`src/rtl/seg7_display_ctrl.sv`:
```
// ---------------------------------------------------------------------------
// seg7_display_ctrl
//
// Front-end controller and arbiter for the 8-digit 7-segment display device.
//   * Free-running digit scan index (scan) and blink level (blink).
//   * Round-robin arbitration between two requesters (0: game/score,
//     1: debug). Arbitration happens only on a frame boundary (the last
//     prescaler count of scan digit 3), so the display never changes
//     mid-frame.
//   * After each latch, sequences the serial shift-out: a one-cycle
//     parallel-load strobe, then exactly 64 io_clk pulses.
//
// Ports
//   clk, rst               system clock, synchronous active-high reset
//   req0/1                 update request, held by the requester until ack
//   data0/1  [31:0]        hex data, 8 nibbles
//   point0/1 [7:0]         decimal points
//   les0/1   [7:0]         per-digit blink enables
//   ack0/1                 one-cycle grant/latch acknowledge
//   scan     [1:0]         digit scan index
//   blink                  blink level
//   data_o/point_o/les_o   latched display contents
//   owner                  requester whose data is currently latched
//   io_load                one-cycle parallel-load strobe to the shifter
//   io_clk                 shift clock to the shifter (idles low)
//   busy                   high from the latch cycle to the end of shifting
// ---------------------------------------------------------------------------
module seg7_display_ctrl #(
  parameter int SCAN_DIV  = 50000,
  parameter int BLINK_DIV = 25000000,
  parameter int SHIFT_DIV = 4
) (
  input  logic        clk,
  input  logic        rst,
  input  logic        req0,
  input  logic [31:0] data0,
  input  logic [7:0]  point0,
  input  logic [7:0]  les0,
  output logic        ack0,
  input  logic        req1,
  input  logic [31:0] data1,
  input  logic [7:0]  point1,
  input  logic [7:0]  les1,
  output logic        ack1,
  output logic [1:0]  scan,
  output logic        blink,
  output logic [31:0] data_o,
  output logic [7:0]  point_o,
  output logic [7:0]  les_o,
  output logic        owner,
  output logic        io_load,
  output logic        io_clk,
  output logic        busy
);

  localparam int SCAN_W  = (SCAN_DIV  > 1) ? $clog2(SCAN_DIV)  : 1;
  localparam int BLINK_W = (BLINK_DIV > 1) ? $clog2(BLINK_DIV) : 1;
  localparam int SHIFT_W = (SHIFT_DIV > 1) ? $clog2(SHIFT_DIV) : 1;

  localparam logic [SCAN_W-1:0]  SCAN_LAST  = SCAN_W'(SCAN_DIV - 1);
  localparam logic [BLINK_W-1:0] BLINK_LAST = BLINK_W'(BLINK_DIV - 1);
  localparam logic [SHIFT_W-1:0] SHIFT_LAST = SHIFT_W'(SHIFT_DIV - 1);

  typedef enum logic [1:0] {
    ST_IDLE     = 2'd0,
    ST_LOAD     = 2'd1,
    ST_SHIFT_LO = 2'd2,
    ST_SHIFT_HI = 2'd3
  } state_t;

  // -------------------------------------------------------------------------
  // Scan and blink timebases (run in every FSM state)
  // -------------------------------------------------------------------------
  logic [SCAN_W-1:0]  scan_cnt_q, scan_cnt_d;
  logic [1:0]         scan_q, scan_d;
  logic [BLINK_W-1:0] blink_cnt_q, blink_cnt_d;
  logic               blink_q, blink_d;
  logic               scan_term;
  logic               blink_term;
  logic               frame_tick;

  assign scan_term  = (scan_cnt_q == SCAN_LAST);
  assign blink_term = (blink_cnt_q == BLINK_LAST);
  // Last dwell cycle of the last digit: the frame boundary.
  assign frame_tick = scan_term && (scan_q == 2'd3);

  always_comb begin
    scan_cnt_d  = scan_term ? '0 : scan_cnt_q + 1'b1;
    scan_d      = scan_term ? scan_q + 2'd1 : scan_q;  // wraps 3 -> 0
    blink_cnt_d = blink_term ? '0 : blink_cnt_q + 1'b1;
    blink_d     = blink_term ? ~blink_q : blink_q;
  end

  always_ff @(posedge clk) begin
    if (rst) begin
      scan_cnt_q  <= '0;
      scan_q      <= 2'd0;
      blink_cnt_q <= '0;
      blink_q     <= 1'b1;
    end else begin
      scan_cnt_q  <= scan_cnt_d;
      scan_q      <= scan_d;
      blink_cnt_q <= blink_cnt_d;
      blink_q     <= blink_d;
    end
  end

  // -------------------------------------------------------------------------
  // Round-robin grant selection
  // -------------------------------------------------------------------------
  logic last_grant_q;
  logic grant_sel;  // 0 = requester 0, 1 = requester 1

  // A tie goes to whoever was not served last; a lone request wins outright.
  always_comb begin
    if (req0 && req1) grant_sel = ~last_grant_q;
    else              grant_sel = req1;
  end

  // -------------------------------------------------------------------------
  // Latch / shift-out sequencer with registered outputs
  // -------------------------------------------------------------------------
  state_t             state_q;
  logic [SHIFT_W-1:0] phase_cnt_q;
  logic [5:0]         bit_cnt_q;
  logic               ack0_q, ack1_q;
  logic [31:0]        data_q;
  logic [7:0]         point_q, les_q;
  logic               owner_q;
  logic               io_load_q, io_clk_q, busy_q;
  logic               phase_last;

  assign phase_last = (phase_cnt_q == SHIFT_LAST);

  always_ff @(posedge clk) begin
    if (rst) begin
      state_q      <= ST_IDLE;
      phase_cnt_q  <= '0;
      bit_cnt_q    <= 6'd0;
      last_grant_q <= 1'b1;  // makes requester 0 win the first tie
      ack0_q       <= 1'b0;
      ack1_q       <= 1'b0;
      data_q       <= 32'd0;
      point_q      <= 8'd0;
      les_q        <= 8'd0;
      owner_q      <= 1'b0;
      io_load_q    <= 1'b0;
      io_clk_q     <= 1'b0;
      busy_q       <= 1'b0;
    end else begin
      // Strobes are single-cycle unless re-asserted below.
      ack0_q    <= 1'b0;
      ack1_q    <= 1'b0;
      io_load_q <= 1'b0;
      case (state_q)
        ST_IDLE: begin
          // Frame ticks during busy are simply never seen here, so the
          // first tick after returning to IDLE is the next arbitration slot.
          if (frame_tick && (req0 || req1)) begin
            state_q      <= ST_LOAD;
            ack0_q       <= ~grant_sel;
            ack1_q       <= grant_sel;
            data_q       <= grant_sel ? data1  : data0;
            point_q      <= grant_sel ? point1 : point0;
            les_q        <= grant_sel ? les1   : les0;
            owner_q      <= grant_sel;
            last_grant_q <= grant_sel;
            io_load_q    <= 1'b1;
            busy_q       <= 1'b1;
          end
        end
        ST_LOAD: begin
          state_q     <= ST_SHIFT_LO;
          phase_cnt_q <= '0;
          bit_cnt_q   <= 6'd0;
          io_clk_q    <= 1'b0;
        end
        ST_SHIFT_LO: begin
          if (phase_last) begin
            state_q     <= ST_SHIFT_HI;
            phase_cnt_q <= '0;
            io_clk_q    <= 1'b1;
          end else begin
            phase_cnt_q <= phase_cnt_q + 1'b1;
          end
        end
        ST_SHIFT_HI: begin
          if (phase_last) begin
            phase_cnt_q <= '0;
            io_clk_q    <= 1'b0;  // every pulse completes; io_clk ends low
            if (bit_cnt_q == 6'd63) begin
              state_q <= ST_IDLE;
              busy_q  <= 1'b0;
            end else begin
              bit_cnt_q <= bit_cnt_q + 6'd1;
              state_q   <= ST_SHIFT_LO;
            end
          end else begin
            phase_cnt_q <= phase_cnt_q + 1'b1;
          end
        end
        default: state_q <= ST_IDLE;
      endcase
    end
  end

  assign scan    = scan_q;
  assign blink   = blink_q;
  assign ack0    = ack0_q;
  assign ack1    = ack1_q;
  assign data_o  = data_q;
  assign point_o = point_q;
  assign les_o   = les_q;
  assign owner   = owner_q;
  assign io_load = io_load_q;
  assign io_clk  = io_clk_q;
  assign busy    = busy_q;

endmodule

```
`config.mk`:
```
export PLATFORM = sky130hd
export DESIGN_NAME = seg7_display_ctrl
export DESIGN_NICKNAME = d
export VERILOG_FILES = /design/src/rtl/seg7_display_ctrl.sv
export SDC_FILE = /design/constraint.sdc
export NUM_CORES = 1
export LEC_CHECK = 0
export BUFFER_PORTS_ARGS = -buffer_cell sky130_fd_sc_hd__buf_4
export CELL_PAD_IN_SITES_DETAIL_PLACEMENT = 1
export CELL_PAD_IN_SITES_GLOBAL_PLACEMENT = 1
export CORE_ASPECT_RATIO = 0.75
export CORE_MARGIN = 2
export CORE_UTILIZATION = 42
export CTS_BUF_LIST = sky130_fd_sc_hd__clkbuf_8
export CTS_CLUSTER_DIAMETER = 100
export DETAILED_ROUTE_END_ITERATION = 8
export HOLD_SLACK_MARGIN = 0.03
export PLACE_DENSITY_LB_ADDON = 0.1
export RECOVER_POWER = 50
export SYNTH_ARGS = -nofsm -noshare
export SYNTH_HDL_FRONTEND = slang
export SYNTH_SLANG_ARGS = --single-unit
```
`constraint.sdc`:
```
create_clock -name clk -period 3.7 [get_ports clk]
set_input_delay 0.74 -clock clk [delete_from_list [all_inputs] [get_ports clk]]
set_output_delay 0.74 -clock clk [all_outputs]
set_load 0.1 [all_outputs]
```
==> reports/qor.yml <==
status: "finished, final reports clean"
overflow: 0
synth_seq_area_share_pct: 42.5
ant_nets: 0
period_minus_slack_ns: 2.69
hold_viol_final: 0
nNetsFinal: 824
swShare_pct: 22.0
num_rows: 34
max_freq_ghz: 0.372
synthDistinctLibCells: 45
tightest_slew_ns: 1.33
cts-hold-fix-buffers: 0
drt-total-wl_mm: 15.5
cts_root_buf: "clkbuf_8"
die_h_um: 99.8
route.detailed.drc: 0
hold_depth: 1
crit_fanout: 29
path_cells: "or4_4 > nor4_4 > clkbuf_1 > nand3_1 > a21oi_1"
drv_cap: 0
rsz0062_at_grt: "no"
maxSlewViolCount: 0
clockBufferDepth: 2
min_to: "blink_cnt_q[0]"
path_clk_slew_ns: 0.10
p_per_area_nw_per_um2: 336
dpl_worst_slack_ns: 1.40
dr.pass1.iters: 4
post_drt_wl_per_cell_um: 17.5
h-tree-depth: 3
worstSetupPathType: "reg2reg"
drt_iter0_drc: 170
grt_pass1_wl_mm: 25.3
p_clk_share_pct: 36.2
cp.buffers_inverters: 1
cpPeakStageDelay_ns: 1.00
worstSetupEndpointType: "flop"
r2r_cells: 5
die_area_um2: 13100
drive_above_1_share_pct: 24.2
vias: 4899
num_antenna_cells: 0
cts_setup_buffers: 0
setup_tns_ns: 0
dp_hpwl_mm: 11.1
io_pins: 157
start_kind: "flop"
antenna_found_initial: 0
async_flop_share_pct: 0
slew_headroom_pct: 11.5
internal_power_uw: 1660
worst_slack_ns: 1.01
start_util_pct: 43.7
synth_top_flop_cell: "dfxtp_1"
cpMaxStageDelayCell: "clkbuf_1"
finalWeightedCongestion: 0.807
p_seq_share_pct: 55.5
area_delta_synth_final_pct: 23.7
worst_hold_slack_ns: 0.454
grt_max_degree: 63
final_util_pct: 54.1
worstHoldStart: "blink_cnt_q[0]"
core_area_um2: 11700
setup-violations-final: 0
grt_pass1_vias: 5076
syn-num-nets: 691
final_cell_mix: "109 x dfxtp_1, 105 x buf_4, 73 x nand3_1, 70 x a21oi_1, 60 x clkbuf_1"
cts.sinks: 109
hold_class: "reg2reg"
fin_skew_ns: 0.0163
ys_seq_elements: 109
power.leakage_uw: 0.00222
cp.required_ns: 4.00
portBuffers: 156
synth_edf_count: 0
r2r_slack_ns: 1.01
synthCells: 586
p_sw_uw: 468
ys_warn_count: 0
ir_drop_v: 0.000170
cts_resized: 0
r2r-end: "point_o[1]"
power_frac_comb_pct: 8.3
cts_made_buffers: 9
die_w_um: 132
cts_tree: "built"
arrival_ns: 2.98
clock_latency_ns: 0.38
vias_per_cell: 5.53
post-route-period-util_pct: 72.6
final_common_cell: "dfxtp_1"
grtUsageTotal_pct: 23.6
r2r_start: "scan_cnt_q[13]"
cp_top_family: "simple AND/OR/NAND/NOR gates"
syn_area_um2: 5130
avgSynthCellArea_um2: 8.76
-- metrics by stage --
step	power [uW]	cells	cell area, um2
floorplan	1290	586	5130
global placement	1380	870	6370
detailed placement	1390	870	6370
CTS	2160	886	6580
global route	2220	886	6350
finish	2130	886	6350
-- layer usage --
metal,vias up,global-route usage (%),share of wire (%)
met5,-,0,0
met3,18,7.03,5.7
met1,2374,28.5,44
li1,2392,-,-
met4,0,5.77,1.5
met2,115,41.6,49
-- flip-flops by register name (all words and copies together), names as in the netlist --
| register | count |
|---|---|
| last_grant_q | 1 |
| data_o | 32 |
| blink_cnt_q | 25 |
| state_q | 2 |
| scan_cnt_q | 16 |
| bit_cnt_q | 6 |
| ack1 | 1 |
| scan | 2 |
| io_load | 1 |
| les_o | 8 |
| blink | 1 |
| ack0 | 1 |
| owner | 1 |
| busy | 1 |
| point_o | 8 |
| phase_cnt_q | 2 |
| io_clk | 1 |
-- cells by family after synthesis --
kind of cell / synth area share (%)
adders and majority gates: 1.22
DFF: 42.5
AOI/OAI and AO/OA: 15.5
buffers and inverters: 4.61
xor gates and xnor gates: 4.61
muxes: 10.5
and+or+nand+nor: 21.1
-- cells in the mapped netlist, types with 2 or more instances --
master    count  area, um2
a21oi_1      70        350
clkbuf_1     30        113
or4_1         8       60.1
nand3_1      73        365
dfxtp_1     109       2180
or3_1        10       62.6
ha_1          5       62.6
mux2_2       48        541
buf_2         5       25.0
and3_1        5       31.3
nand2b_1      3       18.8
xnor2_1      10       87.6
o21ai_0      12       60.1
nand4_1      11       68.8
nor2_1       41        154
o31ai_1       8       60.1
a31oi_1       2       12.5
buf_6         6       67.6
nor3b_1       3       22.5
nor3_1        2       10.0
o21ai_1      49        245
o211ai_1      2       15.0
nor4b_1       2       17.5
or4_4         2       22.5
nor4_1        6       37.5
nand4b_1      2       17.5
inv_1         5       18.8
and4_1        5       43.8
nand2_1      20       75.1
xor2_1       17        149
-- how the worst max path moves through the flow --
stage,slack [ns],startpoint,endpoint,depth (start not counted)
6_report,1.01,scan_cnt_q[13],point_o[1],5
5_1_grt,0.75,scan_cnt_q[13],point_o[1],5
4_1_cts,1.38,scan_cnt_q[13],scan_cnt_q[14],4
3_5_place_dp,1.40,scan_cnt_q[13],scan_cnt_q[14],4
3_3_place_gp,1.45,scan_cnt_q[13],scan_cnt_q[3],4
2_1_floorplan,1.55,scan[0],owner,6
-- area by class of cell --
class / instances / area, um2
clock buffer: 9 / 124
multi-input combinational: 429 / 2730
clock inverter: 7 / 83.8
fill: 1466 / 5390
tap: 162 / 203
inverter: 5 / 18.8
sequential: 109 / 2180
timing repair buffer: 165 / 1010
-- power groups by stage --
| stage | clock network, uW | logic [uW] | registers, uW |
|---|---|---|---|
| after floorplan | 0 | 79.4 | 1210 |
| after global placement | 0 | 173 | 1210 |
| after detailed placement | 0 | 177 | 1210 |
| after CTS | 796 | 179 | 1180 |
| after global routing | 849 | 192 | 1180 |
| final | 772 | 177 | 1180 |
No activity file was read; power rests on OpenSTA's default activity.
